$ cat src/rtl/dmem_arbiter.sv
// Two-port grant/issue/respond sequencer owning the single-ported DataMem controls.
// Latency: request sampled in IDLE -> gnt next cycle -> done 3 cycles after sampling; one access per 3 cycles.
// Backpressure: a requester holds req until gnt; DMEM_ARB_RR_EN selects round-robin on ties, else port 0 wins.
module dmem_arbiter #(
    parameter int ADDR_W = 32,
    parameter int DATA_W = 32
) (
    input  logic              clk,
    input  logic              rst,
    input  logic              p0_req,
    input  logic              p0_we,
    input  logic [ADDR_W-1:0] p0_addr,
    input  logic [DATA_W-1:0] p0_wdata,
    output logic              p0_gnt,
    output logic              p0_done,
    output logic [DATA_W-1:0] p0_rdata,
    input  logic              p1_req,
    input  logic              p1_we,
    input  logic [ADDR_W-1:0] p1_addr,
    input  logic [DATA_W-1:0] p1_wdata,
    output logic              p1_gnt,
    output logic              p1_done,
    output logic [DATA_W-1:0] p1_rdata,
    output logic [ADDR_W-1:0] mem_address,
    output logic [DATA_W-1:0] mem_wdata,
    output logic              mem_write,
    output logic              mem_read,
    input  logic [DATA_W-1:0] mem_rdata,
    output logic              busy
);

    typedef enum logic [1:0] {
        IDLE   = 2'd0,
        ACCESS = 2'd1,
        RESP   = 2'd2
    } state_t;

    state_t            state;
    logic              owner;
    logic              we_q;
    logic              win;
    logic              win_we;
    logic [ADDR_W-1:0] win_addr;
    logic [DATA_W-1:0] win_wdata;

`ifdef DMEM_ARB_RR_EN
    logic last;

    // On a tie the port that did not win last time goes first.
    always_comb begin
        win = p1_req & ~p0_req;
        if (p0_req && p1_req) begin
            win = ~last;
        end
    end
`else
    assign win = p1_req & ~p0_req;
`endif

    assign win_we    = win ? p1_we    : p0_we;
    assign win_addr  = win ? p1_addr  : p0_addr;
    assign win_wdata = win ? p1_wdata : p0_wdata;

    always_ff @(posedge clk) begin
        if (rst) begin
            state       <= IDLE;
            owner       <= 1'b0;
            we_q        <= 1'b0;
            mem_address <= '0;
            mem_wdata   <= '0;
            mem_write   <= 1'b0;
            mem_read    <= 1'b0;
            p0_gnt      <= 1'b0;
            p1_gnt      <= 1'b0;
            p0_done     <= 1'b0;
            p1_done     <= 1'b0;
            p0_rdata    <= '0;
            p1_rdata    <= '0;
            busy        <= 1'b0;
`ifdef DMEM_ARB_RR_EN
            last        <= 1'b1;
`endif
        end else begin
            p0_gnt  <= 1'b0;
            p1_gnt  <= 1'b0;
            p0_done <= 1'b0;
            p1_done <= 1'b0;
            case (state)
                IDLE: begin
                    if (p0_req || p1_req) begin
                        state       <= ACCESS;
                        owner       <= win;
                        we_q        <= win_we;
                        mem_address <= win_addr;
                        mem_wdata   <= win_wdata;
                        mem_write   <= win_we;
                        mem_read    <= ~win_we;
                        p0_gnt      <= ~win;
                        p1_gnt      <= win;
                        busy        <= 1'b1;
`ifdef DMEM_ARB_RR_EN
                        last        <= win;
`endif
                    end
                end
                ACCESS: begin
                    // The memory acts on this edge; controls drop together with it.
                    state     <= RESP;
                    mem_write <= 1'b0;
                    mem_read  <= 1'b0;
                end
                RESP: begin
                    state <= IDLE;
                    busy  <= 1'b0;
                    if (!we_q) begin
                        if (owner) begin
                            p1_rdata <= mem_rdata;
                        end else begin
                            p0_rdata <= mem_rdata;
                        end
                    end
                    p0_done <= ~owner;
                    p1_done <= owner;
                end
                default: begin
                    state <= IDLE;
                    busy  <= 1'b0;
                end
            endcase
        end
    end

endmodule

$ cat config.mk
export PLATFORM = sky130hd
export DESIGN_NAME = dmem_arbiter
export DESIGN_NICKNAME = d
export VERILOG_FILES = /design/src/rtl/dmem_arbiter.sv
export SDC_FILE = /design/constraint.sdc
export NUM_CORES = 1
export LEC_CHECK = 0
export CELL_PAD_IN_SITES_DETAIL_PLACEMENT = 1
export CELL_PAD_IN_SITES_GLOBAL_PLACEMENT = 2
export CORE_MARGIN = 10
export CORE_UTILIZATION = 20
export CTS_CLUSTER_DIAMETER = 60
export DETAILED_ROUTE_END_ITERATION = 8
export GPL_ROUTABILITY_DRIVEN = 0
export PLACE_DENSITY = 0.78
export SYNTH_ARGS = -nofsm -noshare
export SYNTH_HDL_FRONTEND = slang
export SYNTH_SLANG_ARGS = --single-unit
export TNS_END_PERCENT = 100
$ cat constraint.sdc
create_clock -name clk -period 1.6 [get_ports clk]
set_input_delay 0.32 -clock clk [delete_from_list [all_inputs] [get_ports clk]]
set_output_delay 0.32 -clock clk [all_outputs]
set_load 0.02 [all_outputs]
---- Word-level counts from Yosys, hierarchy flattened ----
Index checks and enable logic that the tools add are counted.
storage, ports and cells
  flip-flop bits (word level) ............. 139
  logic and storage cells ................. 48
  output and inout port bits .............. 135
  bits of input ports ..................... 166
operators by class
  reduce and logical (&&, ||, !) cells .... 10
  bitwise logic cells ..................... 10
  multiplexer cells ....................... 11
  equality and inequality tests ........... 3
operators with widths
  kind                count
  $mux 32             2
  $not 1->1           9
  $pmux 1 s2          3
  $reduce_and 2->1    3
  $reduce_and 3->1    2
  $mux 1              4
  $pmux 2 s2          1
  $reduce_or 3->1     1
  $eq 2x1->1 const B  1
  $eq 2x2->1 const B  1
  $logic_not 2->1     1
  $mux 2              1
  $ne 2x2->1 const B  1
  $reduce_bool 2->1   1
  $reduce_or 2->1     1
  $and 1x1->1         1
  $logic_or 1x1->1    1

---- Longest topological paths before layout ----
Gate-level depths: netlist of the first run.
  word-level depth ........................ 6
  mapped depth ............................ 5
  depth with buffers taken out ............ 3

---- Worst setup path after synthesis of the first run ----
No wires, ideal clock.
  kind .................................... reg-to-reg
  from .................................... reg state[1]
  to ...................................... reg p0_rdata[10]
  data required time ...................... 1.468 ns
  path buffers ............................ 2
  period minus slack after synthesis ...... 1.356 ns
  data arrival time ....................... 1.224 ns
  stages on the path, launching flop included .. 6
  setup time .............................. 0.132 ns
  setup slack ............................. 0.244 ns
  cell sequence ........................... dfxtp_1 > or4b_1 > buf_2 > buf_6 > nand2_1 > a21oi_1
on the way
  word-level cells in the longest chain between the ends .. 2
ends and longest elaborated chain
  what                               RTL line  text
  start: declaration                 38        state_t state;
  start signal: assignment           66        state <= IDLE;
  start signal: assignment           91        state <= ACCESS;
  start signal: assignment           108       state <= RESP;
  $eq 2x2->1                         88        case (state)
  $reduce_and 3->1 (no source line)  n/a
  end signal: assignment             119       p0_rdata <= mem_rdata;
  end: declaration                   16        output logic [DATA_W-1:0] p0_rdata,
Every way passes these cells.
A chain may end at the register's enable or synchronous reset.

---- Final worst setup path of the first run ----
  from .................................... reg mem_wdata[3]
  to ...................................... out mem_wdata[3]
RTL lines
  what                      RTL line  text
  start: declaration        25        output logic [DATA_W-1:0] mem_wdata,
  start signal: assignment  95        mem_wdata <= win_wdata;
No word-level cell between the ends.

==> impl_metrics.env, run 1 <==
export IMPL_grt_pass1_wl_mm=38.3
export IMPL_min_path_type="in -> reg"
export IMPL_slowest_delay_ps=390
export IMPL_diodes=0
export IMPL_setup_violations=0
export IMPL_crit_path_max_fanout=2
export IMPL_cap_violations=0
export IMPL_required_ps=1280
export IMPL_worstSetupPathType="reg -> out"
export IMPL_grt_pass1_vias=6578
export IMPL_status="finished, final reports clean"
export IMPL_worst_slew_pin_slew_ps=323
export IMPL_worst_path_max_delay_cell="dlygate4sd2_1"
export IMPL_finalMaxSlewViolations=0
export IMPL_syn_inst=685
export IMPL_grtUsageTotal=0.143
export IMPL_endpoint_kind="output pin"
export IMPL_grt_max_degree=57
export IMPL_sw_frac_of_total=0.283
export IMPL_p_leak_nw=4.05
export IMPL_die_h_um=186
export IMPL_synthTopCellsByArea="dfxtp_1 (51%), nand2_1 (18%), a21oi_1 (12%), a311oi_1 (9.9%), buf_2 (2.9%)"
export IMPL_seq_area_frac_synth=0.506
export IMPL_place_inst=1303
export IMPL_wl_per_cell_um=19.0
export IMPL_p_seq_frac=0.376
export IMPL_drtIter0Drc=136
export IMPL_syn_area_per_cell_um2=8.03
export IMPL_synth_fp_nets=851
export IMPL_final_layout_size_suffix_gt1_frac=0.0826
export IMPL_cts_buffers=17
export IMPL_crit_arrival_ps=1190
export IMPL_ant_nets=0
export IMPL_postCtsSetupBuffers=0
export IMPL_htree_levels=4
export IMPL_die_w_um=186
export IMPL_place_ws_ps=-266
export IMPL_synth_top_area_frac=0.506
export IMPL_hold_violations=0
export IMPL_clock_skew_ps=15.1
export IMPL_vias=6034
export IMPL_first_pass_iters=4
export IMPL_cts_num_sinks=139
export IMPL_antenna_found_initial=2
export IMPL_ys_ff_latch=139
export IMPL_combPwrFrac=0.198
export IMPL_coreArea_um2=27000
export IMPL_fin_crit_ps=1510
export IMPL_cp_top_family="buffers and inverters"
export IMPL_setup_tns_ps=0
export IMPL_wirelength_mm=25.3
export IMPL_p_per_area_nw_per_um2=1060
export IMPL_yosys_area_top_type="dfxtp_1"
export IMPL_rsz0062_at_grt="false"
export IMPL_area_growth_synth_to_final_pct=74.9
export IMPL_clock_fmax_mhz=664
export IMPL_irDropWorstVdd_uv=508
export IMPL_synth_area_um2=5500
export IMPL_synth_edf_count=0
export IMPL_drcViolationCount=0
export IMPL_root_buffer="clkbuf_16"
export IMPL_synth_flop_cell="dfxtp_1"
export IMPL_async_flop_share=0
export IMPL_p_sw_w=0.00288
export IMPL_overflow=0
export IMPL_start_util=0.203
export IMPL_layoutNonFillerInstCount=1334
export IMPL_clk_path_buf_depth=2
export IMPL_ios=301
export IMPL_clk_latency_ps=420
export IMPL_nNetsFinal=1147
export IMPL_clkPwrFrac=0.427
export IMPL_synth_warnings=0
export IMPL_hpwl_mm=19.2
export IMPL_path_buf_inv=1
export IMPL_ctsHoldBuffers=0
export IMPL_setup_slack_ps=94.1
export IMPL_die_area_um2=34500
export IMPL_crit_chain="dlygate4sd2_1"
export IMPL_ys_types=32
export IMPL_routed_via_density=4.52
export IMPL_fillCellCount=3208
export IMPL_finalCritPeriodShare=0.941
export IMPL_core_rowCount=60
export IMPL_setup_worst_path_start_class="flip-flop"
export IMPL_p_int_w=0.00729
export IMPL_clkSlewWorstSetupHoldPaths_ps=70
export IMPL_port_buffers=300
export IMPL_tritoncts="built"
export IMPL_relSlewSlack=0.784
[cell type report]
cell class	count	area (um^2)	share of cell area
Sequential cell	139	2780	0.289
Clock buffer	17	425	0.0442
Clock inverter	14	205	0.0213
Multi-Input combinational cell	482	2420	0.252
Tap cell	341	427	0.0444
Timing Repair Buffer	341	3360	0.349
[cell usage in the layout, fill, tap and decap left out, types with 2 or more instances in the layout]
master	synthesis	layout
a311oi_1	62	62
nand2b_1	3	2
o21ai_0	2	2
buf_4	2	24
buf_12	0	17
or2_2	1	2
clkbuf_16	0	17
bufinv_16	0	4
a311oi_2	2	2
clkdlybuf4s50_1	0	164
nor2_4	1	2
dlygate4sd2_1	0	135
a21oi_1	132	132
dfxtp_1	139	139
inv_6	0	6
nand2_1	258	258
nor3_1	2	2
nor2_1	3	3
[metal layers]
layer,track usage,share of wire
met1,0.154,0.41
met4,0.0361,0.010
met2,0.239,0.46
met5,0,0.0011
met3,0.0803,0.12
[kinds of logic after synthesis]
group | share of synthesized area
simple gates | 0.206
flops | 0.506
buf+inv | 0.0564
compound gates | 0.231
[registers in the layout (all words and copies together), names as in the netlist, 2 cells and up]
name / count
mem_address: 32
mem_wdata: 32
p0_rdata: 32
p1_rdata: 32
state: 2
[final timing paths]
kind	startpoint	endpoint	slack, ps	depth (start not counted)
max	mem_wdata[3]	mem_wdata[3]	90	1
min	rst	state[0]	270	2
max reg2reg	state[1]	p0_rdata[24]	140	4
min reg2reg	p1_rdata[4]	p1_rdata[4]	450	2
[power groups by stage]
stage	Sequential (W)	Clock, W	Combinational, W
floorplan	0.00417	0	0.000630
global placement	0.00391	0	0.00218
detailed placement	0.00391	0	0.00220
CTS	0.00383	0.00448	0.00205
global route	0.00386	0.00464	0.00218
finish	0.00383	0.00434	0.00201
[stage by stage]
stage                     total power [W]  hold WS [ps]  instance area (um^2)   util
after global placement            0.00609           441                  9150  0.339
after floorplan                   0.00480           456                  5500      -
after detailed placement          0.00611           446                  9150  0.339
after CTS                          0.0104           244                  9610  0.356
final                              0.0102           267                  9620  0.356
after global routing               0.0107           271                  9620  0.356
[timing repair]
action	4_1_cts	5_1_grt
pin swaps	0	0
gates resized for setup	135	1
endpoints found under the hold margin	0	0
cloned	0	0
endpoints found under the setup margin	135	15
[synth_stat cells (all sizes together) (2+ instances only)]
cell type  number
buf            39
nor4b           2
nor3            2
nand2b          3
a21oi         132
nand2         258
or2             2
clkbuf         25
o21ai           3
nor2            5
dfxtp         139
a311oi         64
Power figures use the tool's default switching activity.
==> inputs of run 2 (changes only) <==
--- a/config.mk
+++ b/config.mk
@@ -13,6 +13,8 @@
 export DETAILED_ROUTE_END_ITERATION = 8
 export GPL_ROUTABILITY_DRIVEN = 0
 export PLACE_DENSITY = 0.78
+export SETUP_SLACK_MARGIN = 0.05
+export SKIP_CTS_REPAIR_TIMING = 1
 export SYNTH_ARGS = -nofsm -noshare
 export SYNTH_HDL_FRONTEND = slang
 export SYNTH_SLANG_ARGS = --single-unit
==> constraint.sdc (replaced) <==
create_clock -name clk -period 1.4 [get_ports clk]
set_input_delay 0.28 -clock clk [delete_from_list [all_inputs] [get_ports clk]]
set_output_delay 0.28 -clock clk [all_outputs]
set_load 0.02 [all_outputs]
==> run 2 against run 1 <==
Compared with the run above: setup slack worse by 84 ps; sequential power increased by 14%; largest power group unchanged; routed wire length grew 10%.
==> impl_metrics.env, run 2 (synthesis results as in run 1) <==
export IMPL_nNetsFinal=1161
export IMPL_setup_worst_path_start_class="flip-flop"
export IMPL_p_per_area_nw_per_um2=1170
export IMPL_setup_tns_ps=0
export IMPL_place_inst=1299
export IMPL_vias=6189
export IMPL_cts_buffers=17
export IMPL_finalMaxSlewViolations=0
export IMPL_routed_via_density=4.59
export IMPL_wirelength_mm=27.9
export IMPL_drcViolationCount=0
export IMPL_grt_pass1_vias=6466
export IMPL_slowest_delay_ps=360
export IMPL_irDropWorstVdd_uv=700
export IMPL_worstSetupPathType="reg -> reg"
export IMPL_hpwl_mm=19.1
export IMPL_worst_slew_pin_slew_ps=368
export IMPL_top_layer="met4"
export IMPL_clk_latency_ps=430
export IMPL_final_cell_mix="nand2_1 (248), clkdlybuf4s50_1 (162), dfxtp_1 (136)"
export IMPL_drtIter0Drc=187
export IMPL_antenna_found_initial=0
export IMPL_overflow=0
export IMPL_multi_input_area_um2=2640
export IMPL_hold_violations=0
export IMPL_ant_nets=0
export IMPL_root_buffer="clkbuf_16"
export IMPL_status="finished, final reports clean"
export IMPL_die_h_um=186
export IMPL_sw_frac_of_total=0.290
export IMPL_first_pass_iters=4
export IMPL_ios=301
export IMPL_endpoint_kind="flip-flop"
export IMPL_p_seq_frac=0.360
export IMPL_grtUsageTotal=0.143
export IMPL_final_common_cell="nand2_1"
export IMPL_crit_path_max_fanout=7
export IMPL_relSlewSlack=0.755
export IMPL_port_buffers=300
export IMPL_clkPwrFrac=0.415
export IMPL_grt_pass1_wl_mm=38.2
export IMPL_wl_per_cell_um=20.7
export IMPL_fillCellCount=3108
export IMPL_required_ps=1700
export IMPL_tritoncts="built"
export IMPL_clk_path_buf_depth=2
export IMPL_clkSlewWorstSetupHoldPaths_ps=60
export IMPL_clock_fmax_mhz=720
export IMPL_cap_violations=0
export IMPL_finalCritPeriodShare=0.993
export IMPL_core_rowCount=60
export IMPL_htree_levels=4
export IMPL_coreArea_um2=27000
export IMPL_cts_num_sinks=139
export IMPL_path_buf_inv=3
export IMPL_die_area_um2=34500
export IMPL_clock_skew_ps=6.24
export IMPL_die_w_um=186
export IMPL_dr_wl_met3_mm=2.73
export IMPL_layout_area_seq_um2=2790
export IMPL_worst_path_max_delay_cell="dfxtp_4"
export IMPL_crit_arrival_ps=1690
export IMPL_fin_crit_ps=1390
export IMPL_final_layout_size_suffix_gt1_frac=0.182
export IMPL_layoutNonFillerInstCount=1348
export IMPL_start_util=0.203
export IMPL_area_growth_synth_to_final_pct=88.1
export IMPL_wl_met1_mm=11.3
export IMPL_p_leak_nw=5.32
export IMPL_setup_violations=0
export IMPL_p_sw_w=0.00353
export IMPL_grt_max_degree=58
export IMPL_wl_met2_mm=13.7
export IMPL_p_int_w=0.00862
export IMPL_cp_top_family="buffers and inverters"
export IMPL_r2r_slack_ps=10
export IMPL_rsz0062_at_grt="true"
export IMPL_diodes=0
export IMPL_crit_chain="or2_4, nor2_4, buf_12, buf_8, clkbuf_16, a311oi_2"
export IMPL_combPwrFrac=0.225
export IMPL_min_path_type="in -> reg"
run 2: worst reg2reg max path, cell delays in order, from the launching register on:
cell and delay, ps:
dfxtp_4 360, or2_4 270, nor2_4 120, buf_12 140, buf_8 130, clkbuf_16 170
a311oi_2 90
run 2: metrics by stage:
step	worst slack, ps	area (um^2)	power, W	hold WS [ps]	util
2_1_floorplan	57.2	5500	0.00549	416	-
3_3_place_gp	-332	9120	0.00696	441	0.338
3_5_place_dp	-418	9120	0.00698	447	0.338
4_1_cts	-384	9760	0.0121	136	0.361
5_1_grt	-31.7	10300	0.0127	156	0.383
6_report	10.4	10300	0.0121	143	0.383
run 2: power by group through the flow:
stage          logic, W  registers, W  clock network [W]
4_1_cts         0.00253       0.00437            0.00521
3_5_place_dp    0.00252       0.00446                  0
3_3_place_gp    0.00251       0.00445                  0
6_report        0.00273       0.00438            0.00503
5_1_grt         0.00294       0.00441            0.00535
2_1_floorplan  0.000720       0.00477                  0
run 2: final timing paths:
path | from | end | cells after the start
worst min register to register | p1_rdata[11] | p1_rdata[11] | 2
worst max-delay path | state[1] | mem_wdata[29] | 6
worst max register to register | state[1] | mem_wdata[29] | 6
worst min-delay path | rst | busy | 2
run 2: per-layer routing:
layer / global-route usage / vias up
met5: 0 / -
met4: 0.0335 / 0
met3: 0.0725 / 17
met2: 0.243 / 219
met1: 0.155 / 2967
li1: - / 2986
run 2: area by class of cell:
class,instances,share of cell area
Sequential cell,139,0.270
Clock inverter,14,0.0203
Timing Repair Buffer,355,0.373
Clock buffer,17,0.0411
Tap cell,341,0.0413
Multi-Input combinational cell,482,0.255
==> inputs of run 3 (changes only) <==
--- a/config.mk
+++ b/config.mk
@@ -5,14 +5,15 @@
 export SDC_FILE = /design/constraint.sdc
 export NUM_CORES = 1
 export LEC_CHECK = 0
+export ABC_AREA = 1
 export CELL_PAD_IN_SITES_DETAIL_PLACEMENT = 1
 export CELL_PAD_IN_SITES_GLOBAL_PLACEMENT = 2
 export CORE_MARGIN = 10
-export CORE_UTILIZATION = 20
+export CORE_UTILIZATION = 18
 export CTS_CLUSTER_DIAMETER = 60
 export DETAILED_ROUTE_END_ITERATION = 8
 export GPL_ROUTABILITY_DRIVEN = 0
-export PLACE_DENSITY = 0.78
+export PLACE_DENSITY = 0.8
 export SETUP_SLACK_MARGIN = 0.05
 export SKIP_CTS_REPAIR_TIMING = 1
 export SYNTH_ARGS = -nofsm -noshare
==> constraint.sdc (replaced) <==
create_clock -name clk -period 1.15 [get_ports clk]
set_input_delay 0.23 -clock clk [delete_from_list [all_inputs] [get_ports clk]]
set_output_delay 0.23 -clock clk [all_outputs]
set_load 0.02 [all_outputs]
==> run 3 against run 2 <==
Compared with the run above: the run now ends with negative setup slack left; sequential power increased by 26%; clock skew increased by 1.4 ps; core utilization decreased by 4.6 points; cell count up 23%; sequential share of layout area rose by 0.63 points; worst hold slack improved by 310 ps; non-clock buffer count up 7; die area up 16%; combinational power rose by 25%; critical endpoint is now mem_wdata[30]; highest routed layer is now met5.
==> impl_metrics.env, run 3 <==
export IMPL_die_w_um=200
export IMPL_hold_violations=0
export IMPL_async_flop_share=0
export IMPL_area_growth_synth_to_final_pct=82.9
export IMPL_rsz0062_at_grt="true"
export IMPL_die_h_um=200
export IMPL_layout_area_seq_um2=2950
export IMPL_r2r_end="mem_wdata[30]"
export IMPL_clkPwrFrac=0.372
export IMPL_crit_path_start="state[1]"
export IMPL_start_util=0.184
export IMPL_antenna_found_initial=1
export IMPL_synth_fp_nets=1049
export IMPL_clock_skew_ps=7.64
export IMPL_critical_path_endpoint="mem_wdata[30]"
export IMPL_die_area_um2=40100
export IMPL_first_pass_iters=4
export IMPL_finalCritPeriodShare=1.14
export IMPL_synth_warnings=0
export IMPL_cts_num_sinks=139
export IMPL_core_rowCount=65
export IMPL_clock_fmax_mhz=766
export IMPL_fillCellCount=3819
export IMPL_min_path_type="in -> reg"
export IMPL_setup_slack_ps=-156
export IMPL_p_seq_frac=0.387
export IMPL_violations="negative setup slack"
export IMPL_fin_crit_ps=1310
export IMPL_p_int_w=0.00987
export IMPL_grt_max_degree=57
export IMPL_coreArea_um2=31800
export IMPL_overflow=0
export IMPL_r2r_start="state[1]"
export IMPL_seq_area_frac_synth=0.476
export IMPL_htree_levels=4
export IMPL_grt_pass1_vias=6827
export IMPL_synth_common_cells="nor2_1 (331), nand2_1 (144), dfxtp_1 (139), o21ai_0 (127), inv_1 (75)"
export IMPL_worst_slew_pin_slew_ps=244
export IMPL_ios=301
export IMPL_synth_top_area_frac=0.476
export IMPL_grt_pass1_wl_mm=38.7
export IMPL_clk_latency_ps=410
export IMPL_hpwl_mm=19.7
export IMPL_reg2regPathDepth=8
export IMPL_tritoncts="built"
export IMPL_status="finished with violations"
export IMPL_combPwrFrac=0.240
export IMPL_synth_area_um2=5850
export IMPL_drtIter0Drc=160
export IMPL_cap_violations=0
export IMPL_cts_buffers=17
export IMPL_place_area_um2=9680
export IMPL_synth_flop_cell="dfxtp_1"
export IMPL_final_cell_mix="nor2_1 (324), clkdlybuf4s50_1 (165), buf_6 (143)"
export IMPL_synthTopCellsByArea="dfxtp_1 (48%), nor2_1 (21%), o21ai_0 (11%), nand2_1 (9.2%), inv_1 (4.8%)"
export IMPL_synth_edf_count=0
export IMPL_setup_tns_ps=-11570
export IMPL_syn_area_per_cell_um2=6.62
export IMPL_worstSetupPathType="reg -> reg"
export IMPL_final_common_cell="nor2_1"
export IMPL_yosys_area_top_type="dfxtp_1"
export IMPL_ys_ff_latch=139
export IMPL_sw_frac_of_total=0.306
export IMPL_r2r_slack_ps=-160
export IMPL_diodes=0
export IMPL_syn_inst=883
export IMPL_final_area_um2=10700
export IMPL_drcViolationCount=0
export IMPL_crit_path_max_fanout=17
export IMPL_port_buffers=300
export IMPL_relSlewSlack=0.838
export IMPL_place_ws_ps=-590
export IMPL_nNetsFinal=1376
export IMPL_endpoint_kind="flip-flop"
export IMPL_wirelength_mm=25.3
export IMPL_routed_via_density=3.93
export IMPL_p_per_area_nw_per_um2=1330
export IMPL_setup_worst_path_start_class="flip-flop"
export IMPL_root_buffer="clkbuf_16"
export IMPL_crit_arrival_ps=1600
export IMPL_vias=6521
export IMPL_irDropWorstVdd_uv=944
export IMPL_ys_types=18
export IMPL_wl_per_cell_um=15.3
export IMPL_clkSlewWorstSetupHoldPaths_ps=70
export IMPL_finalMaxSlewViolations=0
export IMPL_multi_input_area_um2=2520
export IMPL_clk_path_buf_depth=2
export IMPL_required_ps=1450
export IMPL_p_leak_nw=4.79
export IMPL_p_sw_w=0.00434
export IMPL_synth_most_common_cell="nor2_1"
export IMPL_grtUsageTotal=0.120
export IMPL_setup_violations=134
export IMPL_final_layout_size_suffix_gt1_frac=0.312
export IMPL_ant_nets=0
-- run 3: changes by cell type after synthesis, moves of 2 or more --
cell | previous run | this run
nor2_1 | 3 | 331
nand2_1 | 258 | 144
a21oi_1 | 132 | 2
nand2b_1 | 3 | 0
a311oi_1 | 62 | 0
o21ai_0 | 2 | 127
inv_2 | 0 | 2
buf_2 | 32 | 12
inv_1 | 0 | 75
clkbuf_1 | 25 | 23
buf_1 | 2 | 0
buf_6 | 3 | 1
buf_4 | 2 | 18
a311oi_2 | 2 | 0
-- run 3: critical path, cell delays in order (launching register included) --
cell,delay (ps)
dfxtp_2,330
inv_2,80
nand2_4,60
nor2_4,120
buf_12,180
buf_6,190
nand2_1,60
nor2_1,100
nor2_1,60
-- run 3: layout make-up --
class,instances,share of cell area
Timing Repair Buffer,362,0.358
Sequential cell,139,0.276
Multi-Input combinational cell,613,0.235
Tap cell,435,0.0509
Clock buffer,18,0.0401
Inverter,77,0.0271
Clock inverter,14,0.0124
-- run 3: worst min path at each step --
stage | startpoint | to | slack [ps] | depth (start not counted)
floorplan | rst | state[1] | 290 | 1
global placement | p0_rdata[5] | p0_rdata[5] | 460 | 2
detailed placement | p0_rdata[18] | p0_rdata[18] | 470 | 2
CTS | mem_rdata[13] | p1_rdata[13] | 440 | 3
global route | mem_rdata[25] | p1_rdata[25] | 450 | 3
finish | mem_rdata[0] | p0_rdata[0] | 450 | 3
-- run 3: routing by layer --
| metal | global-route usage | share of wire | vias up |
|---|---|---|---|
| li1 | - | - | 3341 |
| met4 | 0.0270 | 0.0082 | 2 |
| met3 | 0.0479 | 0.070 | 13 |
| met1 | 0.134 | 0.43 | 2986 |
| met5 | 0 | 0.00028 | - |
| met2 | 0.210 | 0.49 | 179 |
-- run 3: power groups by stage --
stage,Combinational [W],Sequential (W),Clock [W]
2_1_floorplan,0.00105,0.00588,0
3_3_place_gp,0.00328,0.00546,0
3_5_place_dp,0.00331,0.00547,0
4_1_cts,0.00333,0.00537,0.00553
5_1_grt,0.00377,0.00555,0.00575
6_report,0.00342,0.00551,0.00529
-- run 3: through the flow --
stage,instances,utilization,total power [W],hold slack [ps]
floorplan,883,-,0.00693,295
global placement,1622,0.304,0.00874,462
detailed placement,1622,0.304,0.00878,472
CTS,1654,0.322,0.0142,438
global route,1658,0.336,0.0151,445
finish,1658,0.336,0.0142,452
-- run 3: kinds of logic after synthesis --
family	synth area share
buf+inv	0.0995
simple gates	0.312
flops	0.476
compound gates	0.113
